`src/rtl/dibu_pkg.sv`:
```
// Shared definitions for the DiBU register-bank requester: widths, FSM states
// and bank operation codes.
package dibu_pkg;

  localparam int unsigned DATA_W   = 8;
  localparam int unsigned IDX_W    = 3;
  localparam int unsigned WQ_DEPTH = 4;

  typedef enum logic {
    ST_IDLE    = 1'b0,
    ST_RD_WAIT = 1'b1
  } state_e;

  localparam logic RB_READ  = 1'b0;
  localparam logic RB_WRITE = 1'b1;

endpackage

```
`src/rtl/regbank_wr_fifo.sv`:
```
// In-order write-back queue for the register bank, with per-entry valid bits so
// two read indices can be checked against every pending write in one cycle.
module regbank_wr_fifo #(
  parameter int unsigned DATA_W = 8,
  parameter int unsigned IDX_W  = 3,
  parameter int unsigned DEPTH  = 4,
  localparam int unsigned PTR_W = $clog2(DEPTH)
) (
  input  logic              clk,
  input  logic              rst,
  input  logic              push,
  input  logic [IDX_W-1:0]  push_idx,
  input  logic [DATA_W-1:0] push_data,
  input  logic              pop,
  output logic [IDX_W-1:0]  head_idx,
  output logic [DATA_W-1:0] head_data,
  output logic              full,
  output logic              empty,
  input  logic [IDX_W-1:0]  q_idx_a,
  input  logic [IDX_W-1:0]  q_idx_b,
  output logic              match_a,
  output logic              match_b
);

  logic [IDX_W-1:0]  idx_q  [DEPTH];
  logic [IDX_W-1:0]  idx_d  [DEPTH];
  logic [DATA_W-1:0] data_q [DEPTH];
  logic [DATA_W-1:0] data_d [DEPTH];
  logic [DEPTH-1:0]  vld_q, vld_d;
  logic [PTR_W-1:0]  wr_ptr_q, wr_ptr_d;
  logic [PTR_W-1:0]  rd_ptr_q, rd_ptr_d;
  logic [PTR_W:0]    cnt_q, cnt_d;
  logic              push_en, pop_en;

  assign full      = (cnt_q == (PTR_W+1)'(DEPTH));
  assign empty     = (cnt_q == '0);
  assign push_en   = push && !full;
  assign pop_en    = pop && !empty;
  assign head_idx  = idx_q[rd_ptr_q];
  assign head_data = data_q[rd_ptr_q];

  always_comb begin
    idx_d    = idx_q;
    data_d   = data_q;
    vld_d    = vld_q;
    wr_ptr_d = wr_ptr_q;
    rd_ptr_d = rd_ptr_q;
    cnt_d    = cnt_q;
    // Push and pop never address the same slot: that needs full or empty,
    // which disables the respective side.
    if (push_en) begin
      idx_d[wr_ptr_q]  = push_idx;
      data_d[wr_ptr_q] = push_data;
      vld_d[wr_ptr_q]  = 1'b1;
      wr_ptr_d         = wr_ptr_q + PTR_W'(1);
    end
    if (pop_en) begin
      vld_d[rd_ptr_q] = 1'b0;
      rd_ptr_d        = rd_ptr_q + PTR_W'(1);
    end
    case ({push_en, pop_en})
      2'b10:   cnt_d = cnt_q + (PTR_W+1)'(1);
      2'b01:   cnt_d = cnt_q - (PTR_W+1)'(1);
      default: cnt_d = cnt_q;
    endcase
  end

  always_comb begin
    match_a = 1'b0;
    match_b = 1'b0;
    for (int unsigned i = 0; i < DEPTH; i++) begin
      if (vld_q[i] && (idx_q[i] == q_idx_a)) match_a = 1'b1;
      if (vld_q[i] && (idx_q[i] == q_idx_b)) match_b = 1'b1;
    end
  end

  always_ff @(posedge clk) begin
    if (rst) begin
      for (int unsigned i = 0; i < DEPTH; i++) begin
        idx_q[i]  <= '0;
        data_q[i] <= '0;
      end
      vld_q    <= '0;
      wr_ptr_q <= '0;
      rd_ptr_q <= '0;
      cnt_q    <= '0;
    end else begin
      idx_q    <= idx_d;
      data_q   <= data_d;
      vld_q    <= vld_d;
      wr_ptr_q <= wr_ptr_d;
      rd_ptr_q <= rd_ptr_d;
      cnt_q    <= cnt_d;
    end
  end

endmodule

```
`src/rtl/regbank_port_ctrl.sv`:
```
// Owner of the register bank's single rw/index port: multiplexes operand reads
// and queued write-backs, stalling reads that would observe a pending write.
module regbank_port_ctrl #(
  parameter int unsigned DATA_W   = dibu_pkg::DATA_W,
  parameter int unsigned IDX_W    = dibu_pkg::IDX_W,
  parameter int unsigned WQ_DEPTH = dibu_pkg::WQ_DEPTH
) (
  input  logic              clk,
  input  logic              rst,
  input  logic              rd_req,
  input  logic [IDX_W-1:0]  rd_ri_a,
  input  logic [IDX_W-1:0]  rd_ri_b,
  output logic              rd_ready,
  output logic              rd_valid,
  output logic [DATA_W-1:0] rd_a,
  output logic [DATA_W-1:0] rd_b,
  input  logic              wr_req,
  input  logic [IDX_W-1:0]  wr_ri,
  input  logic [DATA_W-1:0] wr_data,
  output logic              wr_ready,
  output logic [IDX_W-1:0]  rb_ri_a,
  output logic [IDX_W-1:0]  rb_ri_b,
  output logic [IDX_W-1:0]  rb_ri_d,
  output logic              rb_rw,
  output logic [DATA_W-1:0] rb_d,
  input  logic [DATA_W-1:0] rb_a,
  input  logic [DATA_W-1:0] rb_b
);

  import dibu_pkg::*;

  state_e            state_q, state_d;
  logic              rd_valid_q, rd_valid_d;
  logic [DATA_W-1:0] rd_a_q, rd_a_d;
  logic [DATA_W-1:0] rd_b_q, rd_b_d;

  logic              q_full, q_empty, q_push, q_pop;
  logic              match_a, match_b, hazard;
  logic [IDX_W-1:0]  head_idx;
  logic [DATA_W-1:0] head_data;

  // Hazard looks only at already-queued entries, so a write accepted alongside
  // a read lands after it and the read returns the old value.
  assign hazard   = match_a | match_b;
  assign wr_ready = !q_full;
  assign q_push   = wr_req && !q_full && !rst;

  regbank_wr_fifo #(
    .DATA_W (DATA_W),
    .IDX_W  (IDX_W),
    .DEPTH  (WQ_DEPTH)
  ) u_wr_fifo (
    .clk       (clk),
    .rst       (rst),
    .push      (q_push),
    .push_idx  (wr_ri),
    .push_data (wr_data),
    .pop       (q_pop),
    .head_idx  (head_idx),
    .head_data (head_data),
    .full      (q_full),
    .empty     (q_empty),
    .q_idx_a   (rd_ri_a),
    .q_idx_b   (rd_ri_b),
    .match_a   (match_a),
    .match_b   (match_b)
  );

  always_comb begin
    state_d    = state_q;
    rd_valid_d = 1'b0;
    rd_a_d     = rd_a_q;
    rd_b_d     = rd_b_q;
    rd_ready   = 1'b0;
    q_pop      = 1'b0;
    rb_rw      = RB_READ;
    rb_ri_a    = '0;
    rb_ri_b    = '0;
    rb_ri_d    = '0;
    rb_d       = '0;

    case (state_q)
      ST_IDLE: begin
        rd_ready = !hazard;
        if (rd_req && !hazard) begin
          rb_ri_a = rd_ri_a;
          rb_ri_b = rd_ri_b;
          state_d = ST_RD_WAIT;
        end else begin
          q_pop = !q_empty;
        end
      end
      ST_RD_WAIT: begin
        rd_valid_d = 1'b1;
        rd_a_d     = rb_a;
        rd_b_d     = rb_b;
        q_pop      = !q_empty;
        state_d    = ST_IDLE;
      end
    endcase

    if (rst) q_pop = 1'b0;

    if (q_pop) begin
      rb_rw   = RB_WRITE;
      rb_ri_d = head_idx;
      rb_d    = head_data;
    end
  end

  always_ff @(posedge clk) begin
    if (rst) begin
      state_q    <= ST_IDLE;
      rd_valid_q <= 1'b0;
      rd_a_q     <= '0;
      rd_b_q     <= '0;
    end else begin
      state_q    <= state_d;
      rd_valid_q <= rd_valid_d;
      rd_a_q     <= rd_a_d;
      rd_b_q     <= rd_b_d;
    end
  end

  assign rd_valid = rd_valid_q;
  assign rd_a     = rd_a_q;
  assign rd_b     = rd_b_q;

endmodule

```
`config.mk`:
```
export PLATFORM = sky130hd
export DESIGN_NAME = regbank_port_ctrl
export DESIGN_NICKNAME = d
export VERILOG_FILES = /design/src/rtl/dibu_pkg.sv /design/src/rtl/regbank_wr_fifo.sv /design/src/rtl/regbank_port_ctrl.sv
export SDC_FILE = /design/constraint.sdc
export NUM_CORES = 1
export LEC_CHECK = 0
export CAP_MARGIN = 30
export CORE_UTILIZATION = 46
export CTS_CLUSTER_DIAMETER = 100
export CTS_CLUSTER_SIZE = 40
export DETAILED_ROUTE_END_ITERATION = 10
export PLACE_DENSITY = 0.76
export SYNTH_ARGS = -nofsm -noshare
export SYNTH_HDL_FRONTEND = slang
export SYNTH_SLANG_ARGS = --single-unit
```
`constraint.sdc`:
```
create_clock -name clk -period 2.55 [get_ports clk]
set_clock_uncertainty 0.05 [all_clocks]
set_input_delay 0.255 -clock clk [delete_from_list [all_inputs] [get_ports clk]]
set_output_delay 0.255 -clock clk [all_outputs]
set_load 0.1 [all_outputs]
```
# After elaboration in Yosys (flattened, before gate mapping)
# Cells that the tools add are included.
# totals
out_inout_bits,37
in_bits,37
ff_bits,73
elab_cells,108
# op_classes
add_sub_neg,4
n_reduce_logical,22
order_cmp,7
eq_ne,11
muxes,41
n_bitwise,7
# ops
cell,n
$bwmux 32,1
$mux 8,4
$eq 3x3->1,8
$mux 3,8
$bmux 8 s2,1
$demux 8 s2,1
$logic_and 1x1->1,16
$mux 1,16
$bwmux 12,1
$mux 4,2
$bmux 3 s2,1
$demux 3 s2,1
$ge 3x3->1 const B,2
$lt 2x3->1 const B,2
$not 2->3,2
$pmux 3 s2,1
$add 2x1->2 const B,2
$and 4x4->4,1
$demux 1 s2,2
$ge 2x1->1 const B,2
$logic_not 1->1,4
$not 4->4,1
$or 4x4->4,1
$pmux 1 s2,2
other kinds (10),10

# Depth between registers and ports, before layout
# logic_depth
ltp_word,15
mapped_depth,13
depth_no_buf,11

# By module
# Synthesis repeated with hierarchy kept, for this count alone.
# hier_totals
cells_unflattened,371
hier_area_um2,3748.6
# modules_own_cells
mod,instances,cells_per_inst,area_each_um2,seq_area_each_um2
regbank_wr_fifo,1,289,2962.8,1101.1
regbank_port_ctrl,1,82,785.8,360.3

# Worst setup path before layout
# OpenSTA, ideal clock, no wires.
# synth_timing
kind,input -> output
start,input rd_ri_b[0]
end,output rd_ready
path_buffers,1
required_time_ns,2.245
t_arrival_ns,2.892
setup_slack_ns,-0.647
stages,5
cell_sequence,buf_6 -> xnor2_1 -> a41oi_2 -> nand4_2 -> nor3_1
# synth_via
elab_chain_cells,9
word_cells_on_any_way,15
classes_between,eq/ne: 4; mux: 5; bitwise: 1; reduce/logical: 5
# synth_rtl
item,line_no,source
"start, declared",regbank_port_ctrl.sv:12,"input logic [IDX_W-1:0] rd_ri_b,"
$eq 3x3->1,regbank_wr_fifo.sv:73,if (vld_q[i] && (idx_q[i] == q_idx_b)) match_b = 1'b1;
$logic_and 1x1->1,regbank_wr_fifo.sv:73,
$mux 1 (3 in series),regbank_wr_fifo.sv:73,
$mux 1 *,regbank_wr_fifo.sv:73,
$or 1x1->1 *,regbank_port_ctrl.sv:44,assign hazard = match_a | match_b;
$logic_not 1->1 *,regbank_port_ctrl.sv:84,rd_ready = !hazard;
$mux 1 *,regbank_port_ctrl.sv:82,case (state_q)
"end, declared",regbank_port_ctrl.sv:13,"output logic rd_ready,"
# Every way passes the cells marked *; elsewhere a longest branch is shown, timed or not.

# Worst setup path in the final report
# layout_timing
start,register u_wr_fifo.idx_q[0] in the netlist's numbering
end,register u_wr_fifo.cnt_q[2]
# layout_via
elab_chain_cells,12
word_cells_on_any_way,17
classes_between,eq/ne: 4; mux: 6; bitwise: 1; reduce/logical: 6
# layout_rtl
item,line_no,source
"start, declared",regbank_wr_fifo.sv:25,logic [IDX_W-1:0] idx_q [DEPTH];
"start signal, assigned",regbank_wr_fifo.sv:88,idx_q <= idx_d;
$eq 3x3->1 (on tied branches),"regbank_wr_fifo.sv:72, regbank_wr_fifo.sv:73",
$logic_and 1x1->1 (on tied branches),"regbank_wr_fifo.sv:72, regbank_wr_fifo.sv:73",
$mux 1 (on tied branches),"regbank_wr_fifo.sv:72, regbank_wr_fifo.sv:73",
$or 1x1->1 *,regbank_port_ctrl.sv:44,
$logic_not 1->1 *,regbank_port_ctrl.sv:85,if (rd_req && !hazard) begin
$logic_and 1x1->1 *,regbank_port_ctrl.sv:85,
$mux 1 *,regbank_port_ctrl.sv:85,
$pmux 1 s2 *,regbank_port_ctrl.sv:82,
$mux 1 *,regbank_port_ctrl.sv:102,if (rst) q_pop = 1'b0;
$logic_and 1x1->1 *,regbank_wr_fifo.sv:38,assign pop_en = pop && !empty;
$eq 2x1->1 or $eq 2x2->1 (tied branches),regbank_wr_fifo.sv:61,"case ({push_en, pop_en})"
$pmux 3 s2 or $reduce_bool 2->1 (tied branches),--,
"end signal, assigned",regbank_wr_fifo.sv:93,cnt_q <= cnt_d;
"end, declared",regbank_wr_fifo.sv:32,"logic [PTR_W:0] cnt_q, cnt_d;"
# Marked as above.
# A chain may end at the register's enable or synchronous reset.

==> flow_summary.toml <==
[synth]
synthAdderAreaFrac_pct = 3.805
synth_ff_type = "dfxtp_1"
ys_async_sr_fraction_pct = 0
synth_edf_count = 0
synth_cell_types = 37
yosysWarningCount = 0
synth_top_family_by_area = "simple AND/OR/NAND/NOR gates"
synthCells = 389
synth_seq_area_share_pct = 41.92
synth_area_um2 = 3486
synth_compound_area_share_pct = 8.722
synth_seq_cells = 73
syn-num-nets = 436
muxShareOfSynthArea_pct = 12.24
synth_xor_area_share_pct = 6.784
avgSynthCellArea_um2 = 8.961
yosys.area_share.simple_pct = 20.82

[die]
fp-row-count = 31
core_um2 = 7292
initial_core_util_pct = 47.80
pin_count = 74
fp.dieArea_um2 = 7930
die_h_um = 89.05
die_w_um = 89.05

[placed_design]
finalWeightedCongestion = 0.8934
dp.cells = 554
port_buffers = 73
post-place-ws_ns = -0.4620
dp_hpwl_mm = 5.816

[cts]
h-tree-depth = 3
clk_latency_ns = 0.35
cts_tree = "yes"
cts.sinks = 73
clk_path_buf_depth = 2
clk_pin_slew_ns = 0.08
cts_root_buffer = "clkbuf_8"
cts_made_buffers = 9

[timing]
finalSetupViolations = 0
timing.final.crit_share_pct = 98.55
finalCriticalPeriod_ns = 2.513
rsz0062_at_grt = "true"
hold_viol = 0
worst_pin_slew_ns = 0.9002
fmax_mhz = 397.9
tns_ns = 0
slew_headroom_pct = 39.52
slew_violations = 0
timing.final.ws_setup_ns = 0.03690

[power]
power-per-cell-area_nw_per_um2 = 646.9
p_leak_nw = 1.931
vdd_drop_max_uv = 344.7
finalPower_mw = 3.224

[grt]
grt_usage_pct = 22.69
grt-ovfl-total = 0
grt_pass1_wl_mm = 13.35
grt_pass1_vias = 2795
antenna_found_initial = 0
grt_max_degree = 33

[worst_setup_path]
path_max_fanout = 4
worstPathArrival_ns = 2.73
crit_path_start_kind = "flop"
end_kind = "flop"
required_ns = 2.76
path_class = "flop to flop"

[flow_run]
cap_violations = 0

[finish]
diodes = 0
drive_gt1_share_pct = 32.50
nets = 522
final_util_pct = 68.34
final_cell_count_no_fill = 579
area_growth_pct = 42.96
nFillCells = 576

[detailed_routing]
drt_iter0_markers = 85
via_per_inst = 5.067
detail-route-antenna-nets = 0
wl_mm = 8.467
firstDrtPassIters = 4
routedWlPerCell_um = 14.62
drc = 0
vias = 2934

[hold_path]
hold_class = "flop to flop"

[run_status]
outcome = "completed"
-- metrics by stage --
step / hold WS, ns / area, um^2
2_1_floorplan: 0.3136 / 3500
6_report: 0.4071 / 4984
5_1_grt: 0.4303 / 4984
3_5_place_dp: 0.3996 / 4492
4_1_cts: 0.4097 / 4843
3_3_place_gp: 0.3907 / 4492
-- critical path, cell delays in order (launching register included) --
cell and delay (ns):
dfxtp_4 0.38, xnor2_2 0.16, nand4_1 0.13, nand4_2 0.15, nor4b_4 0.06, buf_4 0.15
nor3_4 0.12, ha_2 0.21, inv_2 0.04, fa_2 0.35, xor2_1 0.16, or3_4 0.37
a21oi_2 0.11
-- layer usage --
metal | GRT usage, % | vias up | share of wire, %
met2 | 39.86 | 72 | 53
met5 | 0 | - | 0
li1 | - | 1465 | -
met1 | 27.08 | 1384 | 41
met3 | 5.355 | 13 | 3.7
met4 | 8.514 | 0 | 2.1
-- layout by cell type (no fill, tap or decap), types with 10 or more instances in the layout --
cell type	Yosys	layout
xnor2_2	0	15
clkdlybuf4s50_1	0	30
dfxtp_1	73	60
o21ai_0	45	45
buf_12	0	20
mux2i_1	16	16
buf_4	1	45
xnor2_1	25	10
nor2_1	23	22
a21oi_1	11	10
and2_4	0	11
mux4_2	10	10
clkbuf_8	1	10
nand2_1	92	90
-- Yosys cell counts (all sizes together) (2+ instances only) --
library cell | number | share of area [%]
nand4 | 8 | 1.6
inv | 9 | 0.97
mux4 | 11 | 7.2
a21oi | 11 | 1.6
and2 | 22 | 4.2
o21ai | 45 | 6.5
mux2i | 16 | 4.6
dfxtp | 73 | 42
nand2 | 92 | 9.9
xnor2 | 25 | 6.3
xor2 | 2 | 0.50
nor3 | 4 | 0.72
nor2 | 24 | 2.7
clkbuf | 18 | 2.3
buf | 10 | 2.5
ha | 9 | 3.2
-- final cells by class --
cell class              count  area [um^2]  area share (%)
clock buffers              12        145.1           2.912
inverters                   9        33.78          0.6779
multi-input cells         279         2012           40.37
clock inverters             4        51.30           1.029
well taps                  99        123.9           2.486
repair buffers            103         1120           22.47
flip-flops and latches     73         1498           30.05
-- power by group --
part           internal (mW)  switching (mW)
clock                  0.482           0.423
sequential              1.22          0.0669
combinational          0.438           0.599
-- cells by family after synthesis --
family	after synthesis
adders and majority gates	10
and+or+nand+nor	156
muxes	28
AOI/OAI and AO/OA	58
xor gates and xnor gates	27
buffers and inverters	37
DFF	73
-- what timing repair did --
action / in CTS / in global routing
buffers inserted: 6 / 2
cloned: 1 / 0
endpoints found under the setup margin: 13 / 20
hold buffers: 0 / 0
gates resized for setup: 36 / 35
endpoints found under the hold margin: 0 / 0
pin swaps: 7 / 15
-- flip-flops by register name, indices dropped and copies added (netlist names), 2 cells and up --
name	cells
u_wr_fifo.data_q	32
u_wr_fifo.vld_q	4
rd_b	8
rd_a	8
u_wr_fifo.idx_q	12
u_wr_fifo.wr_ptr_q	2
u_wr_fifo.rd_ptr_q	2
u_wr_fifo.cnt_q	3
-- worst paths after layout --
check | from | endpoint | slack, ns | cells past startpoint
max | u_wr_fifo.idx_q[0] | u_wr_fifo.cnt_q[2] | 0.04 | 12
min | u_wr_fifo.data_q[4] | u_wr_fifo.data_q[4] | 0.41 | 2
max reg2reg | u_wr_fifo.idx_q[0] | u_wr_fifo.cnt_q[2] | 0.04 | 12
min reg2reg | u_wr_fifo.data_q[4] | u_wr_fifo.data_q[4] | 0.41 | 2
Note: power is estimated with default switching activity, not from simulation.
